File: src/rtl/vx_rf_bank_arbiter.sv
// Per-bank round-robin read arbiter for a banked register file.
// Writebacks take priority, and read responses return one cycle after the grant.
module vx_rf_bank_arbiter #(
  parameter int unsigned NUM_REQS    = 4,
  parameter int unsigned NUM_BANKS   = 4,
  parameter int unsigned BANK_ADDR_W = 6,
  parameter int unsigned TAG_W       = 4,
  parameter int unsigned PERF_W      = 16,
  localparam int unsigned BANK_W     = $clog2(NUM_BANKS),
  localparam int unsigned REQ_W      = $clog2(NUM_REQS)
) (
  input  logic                            clk,
  input  logic                            reset,
  input  logic [NUM_REQS-1:0]             req_valid,
  input  logic [NUM_REQS*BANK_W-1:0]      req_bank,
  input  logic [NUM_REQS*BANK_ADDR_W-1:0] req_addr,
  input  logic [NUM_REQS*TAG_W-1:0]       req_tag,
  output logic [NUM_REQS-1:0]             req_ready,
  input  logic                            wb_valid,
  input  logic [BANK_W-1:0]               wb_bank,
  output logic [NUM_BANKS-1:0]            rd_en,
  output logic [NUM_BANKS*BANK_ADDR_W-1:0] rd_addr,
  output logic [NUM_REQS-1:0]             rsp_valid,
  output logic [NUM_REQS*TAG_W-1:0]       rsp_tag,
  output logic [PERF_W-1:0]               perf_conflicts
);

  logic [NUM_BANKS-1:0][REQ_W-1:0] ptr;
  logic [NUM_BANKS-1:0][REQ_W-1:0] gnt_idx;
  logic [NUM_BANKS-1:0]            gnt_hit;
  logic                            conflict_c;

  // Each bank searches upward from its pointer; a writeback on the bank suppresses reads.
  always_comb begin
    logic [REQ_W-1:0] idx;
    idx       = '0;
    gnt_hit   = '0;
    gnt_idx   = '0;
    req_ready = '0;
    rd_en     = '0;
    rd_addr   = '0;
    for (int b = 0; b < NUM_BANKS; b++) begin
      if (!reset && !(wb_valid && wb_bank == BANK_W'(b))) begin
        for (int unsigned k = 0; k < NUM_REQS; k++) begin
          idx = REQ_W'((32'(ptr[b]) + k) % NUM_REQS);
          if (!gnt_hit[b] && req_valid[idx] &&
              req_bank[idx*BANK_W +: BANK_W] == BANK_W'(b)) begin
            gnt_hit[b] = 1'b1;
            gnt_idx[b] = idx;
          end
        end
      end
      if (gnt_hit[b]) begin
        rd_en[b]                                 = 1'b1;
        rd_addr[b*BANK_ADDR_W +: BANK_ADDR_W]    = req_addr[gnt_idx[b]*BANK_ADDR_W +: BANK_ADDR_W];
        req_ready[gnt_idx[b]]                    = 1'b1;
      end
    end
    conflict_c = |(req_valid & ~req_ready);
  end

  // Pointer advance, one-cycle response pipeline and saturating conflict counter.
  always_ff @(posedge clk or posedge reset) begin
    if (reset) begin
      ptr            <= '0;
      rsp_valid      <= '0;
      rsp_tag        <= '0;
      perf_conflicts <= '0;
    end else begin
      for (int b = 0; b < NUM_BANKS; b++) begin
        if (gnt_hit[b]) begin
          ptr[b] <= (gnt_idx[b] == REQ_W'(NUM_REQS - 1)) ? '0 : gnt_idx[b] + 1'b1;
        end
      end
      rsp_valid <= req_ready;
      for (int i = 0; i < NUM_REQS; i++) begin
        if (req_ready[i]) begin
          rsp_tag[i*TAG_W +: TAG_W] <= req_tag[i*TAG_W +: TAG_W];
        end
      end
      if (conflict_c && perf_conflicts != '1) begin
        perf_conflicts <= perf_conflicts + 1'b1;
      end
    end
  end

endmodule

File: config.mk
export PLATFORM = sky130hd
export DESIGN_NAME = vx_rf_bank_arbiter
export DESIGN_NICKNAME = d
export VERILOG_FILES = /design/src/rtl/vx_rf_bank_arbiter.sv
export SDC_FILE = /design/constraint.sdc
export NUM_CORES = 1
export LEC_CHECK = 0
export BUFFER_PORTS_ARGS = -buffer_cell sky130_fd_sc_hd__buf_2
export CAP_MARGIN = 10
export CORE_UTILIZATION = 31
export DETAILED_ROUTE_END_ITERATION = 6
export PLACE_DENSITY = 0.56
export SETUP_SLACK_MARGIN = 0.4
export SLEW_MARGIN = 20
export SYNTH_ARGS = -nofsm -noshare
export SYNTH_HDL_FRONTEND = slang
export SYNTH_SLANG_ARGS = --single-unit
File: constraint.sdc
create_clock -name clk -period 6.07 [get_ports clk]
set_input_delay 0.9105 -clock clk [delete_from_list [all_inputs] [get_ports clk]]
set_output_delay 0.9105 -clock clk [all_outputs]
set_load 0.01 [all_outputs]
==> impl_metrics.tcl, run 1 <==
set metrics [dict create \
    status "finished, final reports clean" \
    p_sw_frac 0.381 \
    drc 0 \
    yosys_warnings 0 \
    viasPerCell 5.27 \
    stdcell_count 613 \
    vias 3232 \
    worst_slew_pin_slew_ns 1.04 \
    clock_latency_ns 0.30 \
    clock_sinks 44 \
    p_switching_mw 0.413 \
    holdBufCountCts 0 \
    synthFlopType "dfrtp_1" \
    critPathKind "input pin to output pin" \
    r2r-end "perf_conflicts[1]" \
    fin_nets 550 \
    syn_inst 354 \
    worstHoldEndpoint "perf_conflicts[8]" \
    antenna_found_initial 0 \
    maxSlewHeadroom 0.300 \
    clockBufferDepth 2 \
    hold_depth 1 \
    worstReg2RegStart "ptr[5]" \
    die_w_um 106 \
    cts_resized 0 \
    n_antenna_cell 0 \
    yosysSeqAreaShare 0.328 \
    hold_path_class "register to register" \
    path_max_fanout 13 \
    syn-num-nets 428 \
    syn_area_um2 3360 \
    dp.cells 605 \
    dr.pass1.iters 5 \
    reg2reg_depth 13 \
    p_comb_frac 0.401 \
    worst_setup_path_end_kind "output pin" \
    portBuffers 124 \
    setup_viol 0 \
    dp_hpwl_mm 7.51 \
    seq_area_um2 1100 \
    cp.arrival_ns 3.92 \
    maxCapViolCount 0 \
    cts-root-buf "clkbuf_8" \
    grt_pass1_wl_mm 15.6 \
    r2r_slack_ns 2.27 \
    cts_tree "built" \
    rsz0062_at_grt "false" \
    place_area_um2 4120 \
    hp-start "perf_conflicts[8]" \
    share_seq_of_total_power 0.413 \
    area_growth_syn_to_layout_pct 25.5 \
    power_density_nw_per_um2 257 \
    post-route-min-period_ns 4.83 \
    p_int_mw 0.672 \
    ant_nets 0 \
    multi_input_area_um2 2160 \
    drt_iter0_drc 136 \
    p_leak_nw 2.16 \
    grt_max_degree 45 \
    final_area_um2 4220 \
    fmax_ghz 0.207 \
    grt.total_usage 0.175 \
    cts.clk_slew.worst_paths_ns 0.09 \
    synth_edf_count 0 \
    die_area_um2 11300 \
    wl_mm 9.93 \
    final.fill_count 1057 \
    place_congestion 0.889 \
    setup_tns_ns 0 \
    start_kind "input pin" \
    cts-buffers-inserted 5 \
    fp.coreArea_um2 10400 \
    grt-ovfl-total 0 \
    grt_pass1_vias 3049 \
    period_share 0.796 \
    post_cts.repair.setup_buffers 0 \
    htree_levels 2 \
    avgRoutedWirePerCell_um 16.2 \
    start_util 0.323 \
    peakVddDrop_v 0.000167 \
    hold_viol 0 \
    clkPwrFrac 0.186 \
    required_ns 5.16 \
    layout-drive-gt1-share 0.340 \
    die_h_um 106 \
    synth_cell_type_count 50 \
    synthArstFlopShare 1.00 \
    clock_skew_ns 0.00240 \
    slew_viol_final 0 \
    rows 37 \
    pin_count 125 \
    ys_ff_latch 44 \
    syn_avg_cell_area_um2 9.49 \
]
## logic make-up after synthesis
group           share of synthesized area
simple gates                        0.193
compound gates                      0.141
mux                                 0.210
flops                               0.328
buf+inv                            0.0309
fa+ha+maj                          0.0633
xor+xnor                           0.0339
## flip-flops by register name, summed over array words and instances, names as in the netlist
signal and count:
ptr 8, perf_conflicts 16, rsp_valid 4, rsp_tag 16
## metal layers
| metal | share of wire | up-vias | global-route usage | routed length [µm] |
|---|---|---|---|---|
| met5 | 0 | - | 0 | 0 |
| met4 | 0.013 | 0 | 0.0427 | 131 |
| met3 | 0.047 | 11 | 0.0325 | 470 |
| met2 | 0.47 | 91 | 0.285 | 4680 |
| met1 | 0.47 | 1555 | 0.237 | 4640 |
| li1 | - | 1575 | - | - |
## Yosys cell counts, drive strengths merged (5+ instances only)
| cell | count | area [µm²] |
|---|---|---|
| o21ai | 10 | 50.1 |
| nand3 | 14 | 70.1 |
| mux2i | 48 | 480 |
| ha | 17 | 213 |
| clkbuf | 6 | 22.5 |
| o22ai | 26 | 163 |
| xnor2 | 11 | 96.3 |
| a21oi | 11 | 55.1 |
| nor2 | 27 | 101 |
| nand2 | 21 | 78.8 |
| inv | 16 | 60.1 |
| buf | 5 | 21.3 |
| nor3b | 6 | 45.0 |
| nand3b | 9 | 67.6 |
| dfrtp | 44 | 1100 |
| nand4 | 6 | 43.8 |
| mux2 | 20 | 225 |
| and2 | 5 | 31.3 |
| and3 | 9 | 56.3 |
## cells in the final DEF, fill, tap and decap left out, types with 3 or more instances in the layout
cell type / Yosys / final
buf_2: 2 / 124
mux2i_1: 48 / 48
dfrtp_1: 44 / 44
nor2_1: 27 / 27
o22ai_1: 26 / 26
nand2_1: 21 / 21
mux2_2: 20 / 20
ha_1: 17 / 17
inv_1: 16 / 15
nand3_1: 14 / 14
xnor2_1: 11 / 11
a21oi_1: 11 / 11
o21ai_0: 10 / 10
and3_1: 9 / 9
nand3b_1: 9 / 9
nor3b_1: 6 / 6
clkbuf_8: 0 / 6
nand4_1: 5 / 5
a32oi_1: 3 / 3
and3b_1: 3 / 3
and2_0: 3 / 3
nor3_1: 3 / 3
a211o_1: 3 / 3
## critical path: stages
cell and delay (ns):
buf_2 0.13, nand3b_1 0.24, a21oi_1 0.19, nor2_1 0.05
a221o_1 0.56, nor3_1 0.52, inv_1 0.13, ha_1 0.22
a32oi_1 0.22, or3b_2 0.57, buf_2 0.18
## how the worst max path moves through the flow
| stage | to | startpoint | depth (start not counted) |
|---|---|---|---|
| 3_5_place_dp | req_ready[0] | req_bank[3] | 11 |
| 6_report | req_ready[0] | req_bank[3] | 11 |
| 5_1_grt | req_ready[0] | req_bank[3] | 11 |
| 3_3_place_gp | req_ready[3] | req_valid[0] | 9 |
| 2_1_floorplan | req_ready[0] | req_bank[3] | 12 |
| 4_1_cts | req_ready[0] | req_bank[3] | 11 |
## per-stage QoR
step / setup WS [ns] / power [mW] / hold slack (ns) / util
floorplan: 1.72 / 0.711 / 0.496 / -
global placement: 1.42 / 0.881 / 0.482 / 0.396
detailed placement: 1.25 / 0.891 / 0.481 / 0.396
CTS: 1.25 / 1.10 / 0.493 / 0.405
global route: 0.947 / 1.16 / 0.521 / 0.405
finish: 1.24 / 1.09 / 0.494 / 0.405
## power by group through the flow
| stage | combinational [mW] | clock (mW) | sequential [mW] |
|---|---|---|---|
| 4_1_cts | 0.438 | 0.211 | 0.448 |
| 3_5_place_dp | 0.438 | 0 | 0.453 |
| 5_1_grt | 0.478 | 0.224 | 0.462 |
| 2_1_floorplan | 0.237 | 0 | 0.473 |
| 3_3_place_gp | 0.429 | 0 | 0.452 |
| 6_report | 0.435 | 0.202 | 0.448 |
## cell type report
cell class	count	area share
Inverter	16	0.0142
Tap cell	136	0.0404
Clock inverter	1	0.00178
Timing Repair Buffer	126	0.151
Sequential cell	44	0.261
Clock buffer	7	0.0205
Multi-Input combinational cell	283	0.511
(Power assumes the default switching activity.)
==> run 2, diff against run 1 <==
Settings changed: PLACE_DENSITY 0.56 to 0.58.
Clock period 6.07 ns to 4 ns, I/O delays scaled along.
==> impl_metrics.tcl, run 2 (synthesis results as in run 1) <==
set metrics [dict create \
    worst_path_max_delay_cell "or3b_4" \
    r2r_slack_ns 0.88 \
    worstHoldEndpoint "perf_conflicts[8]" \
    die_w_um 106 \
    final.fill_count 1050 \
    hold_depth 1 \
    p_comb_frac 0.417 \
    status "finished, final reports clean" \
    post-place-ws_ns 0.316 \
    die_h_um 106 \
    peakVddDrop_v 0.000242 \
    crit_path_cell_trace "buf_2, nand3b_1, buf_4, a221o_1, nor3_4, inv_2, ha_1, a32oi_2, or3b_4, buf_6" \
    grt_pass1_wl_mm 16.7 \
    avgRoutedWirePerCell_um 16.4 \
    fin_nets 569 \
    grt.total_usage 0.187 \
    dp_hpwl_mm 7.84 \
    pin_count 125 \
    rows 37 \
    htree_levels 2 \
    start_util 0.323 \
    clock_sinks 44 \
    fmax_ghz 0.287 \
    setup_tns_ns 0 \
    drt_iter0_drc 159 \
    cp.arrival_ns 2.88 \
    setup_viol 0 \
    portBuffers 124 \
    power_density_nw_per_um2 376 \
    cts-root-buf "clkbuf_8" \
    top_regs "perf_conflicts x16, rsp_tag x16, ptr x8" \
    rsz0062_at_grt "false" \
    place_congestion 0.936 \
    clock_latency_ns 0.30 \
    p_int_mw 1.03 \
    timing.final.ws_setup_ns 0.515 \
    clkPwrFrac 0.171 \
    hp-start "perf_conflicts[8]" \
    cts_tree "built" \
    max_stage_delay_ns 0.46 \
    ant_nets 0 \
    dr.pass1.iters 4 \
    stdcell_count 632 \
    die_area_um2 11300 \
    n_antenna_cell 0 \
    antenna_found_initial 0 \
    area_growth_syn_to_layout_pct 31.3 \
    drc 0 \
    viasPerCell 5.37 \
    p_leak_nw 2.26 \
    worstReg2RegStart "ptr[4]" \
    start_kind "input pin" \
    p_switching_mw 0.634 \
    clockBufferDepth 2 \
    vias 3391 \
    critical_path.top_delay_family "simple AND/OR/NAND/NOR gates" \
    reg2reg_depth 12 \
    holdBufCountCts 0 \
    hold_path_class "register to register" \
    r2r-end "perf_conflicts[4]" \
    required_ns 3.40 \
    critPathKind "input pin to output pin" \
    fp.coreArea_um2 10400 \
    grt-ovfl-total 0 \
    hold_viol 0 \
    maxSlewHeadroom 0.383 \
    cts-buffers-inserted 5 \
    share_seq_of_total_power 0.412 \
    dp.cells 616 \
    wl_mm 10.4 \
    worst_slew_pin_slew_ns 0.925 \
    worst-path-buf-inv 4 \
    grt_pass1_vias 3261 \
    worst_setup_path_end_kind "output pin" \
    path_max_fanout 6 \
    maxCapViolCount 0 \
    slew_viol_final 0 \
    period_share 0.871 \
    clock_skew_ns 0.00851 \
    post-route-min-period_ns 3.48 \
    p_sw_frac 0.382 \
    layout_common_cells "122 x buf_2, 48 x mux2i_1, 44 x dfrtp_1" \
    grt_max_degree 45 \
    mostFrequentLayoutCell "buf_2" \
    layout-drive-gt1-share 0.385 \
    cts.clk_slew.worst_paths_ns 0.09 \
]
==> run 2: cell types whose count changed in the layout (fill, tap and decap cells not counted), moves of 2 or more <==
cell and change:
buf_4 +19, clkinv_2 +2, nor3b_2 +2, buf_2 -2, nor3b_1 -2
==> run 2: power by group through the flow <==
stage / clock [mW] / sequential, mW / combinational (mW)
2_1_floorplan: 0 / 0.718 / 0.361
3_3_place_gp: 0 / 0.685 / 0.668
3_5_place_dp: 0 / 0.690 / 0.677
4_1_cts: 0.295 / 0.682 / 0.681
5_1_grt: 0.318 / 0.707 / 0.766
6_report: 0.284 / 0.685 / 0.692
==> run 2: worst reg2reg max path, cell delays in order (launching register included) <==
cell and delay (ns):
dfrtp_1 0.43, nor4bb_1 0.41, a21oi_1 0.09, o21a_1 0.18, nand3_1 0.23, inv_1 0.14
ha_1 0.22, a32o_1 0.25, a2111o_1 0.36, nand4_2 0.12, buf_4 0.20, nand4_1 0.12
mux2_2 0.29
==> run 2: metrics by stage <==
stage               hold slack (ns)  power, mW  utilization  cell area (µm²)
floorplan                     0.496       1.08            -             3370
finish                        0.497       1.66        0.424             4410
CTS                           0.502       1.66        0.414             4310
global route                  0.514       1.79        0.424             4410
global placement              0.476       1.35        0.404             4210
detailed placement            0.489       1.37        0.404             4210
==> run 2: how the worst max path moves through the flow <==
stage | cells after the start | from | endpoint | slack, ns
final | 10 | req_bank[3] | req_ready[0] | 0.52
after global routing | 12 | req_bank[5] | req_ready[0] | 0.39
after CTS | 10 | req_valid[0] | req_ready[2] | 0.49
after detailed placement | 11 | req_valid[2] | req_ready[0] | 0.32
after global placement | 11 | req_bank[4] | req_ready[0] | 0.38
after floorplan | 10 | req_bank[0] | perf_conflicts[1] | 0.41
==> run 2: layer usage <==
metal / up-vias / GRT usage / wire [µm]
met4: 0 / 0.0774 / 246
met5: - / 0 / 0
met3: 18 / 0.0264 / 574
met2: 123 / 0.304 / 5050
li1: 1609 / - / -
met1: 1641 / 0.248 / 4510
==> run 2: what timing repair did <==
item | CTS | global route
cloned | 0 | 0
setup buffers | 0 | 8
endpoints found under the setup margin | 1 | 4
pin swaps | 0 | 2
resized for setup | 3 | 9
==> run 2: layout make-up <==
class | instances | area (µm²) | share of cell area
timing repair buffer | 145 | 787 | 0.178
inverter | 16 | 60.1 | 0.0136
multi-input combinational | 283 | 2210 | 0.500
clock inverter | 3 | 18.8 | 0.00425
clock buffer | 5 | 68.8 | 0.0156
sequential | 44 | 1100 | 0.250
tap | 136 | 170 | 0.0386
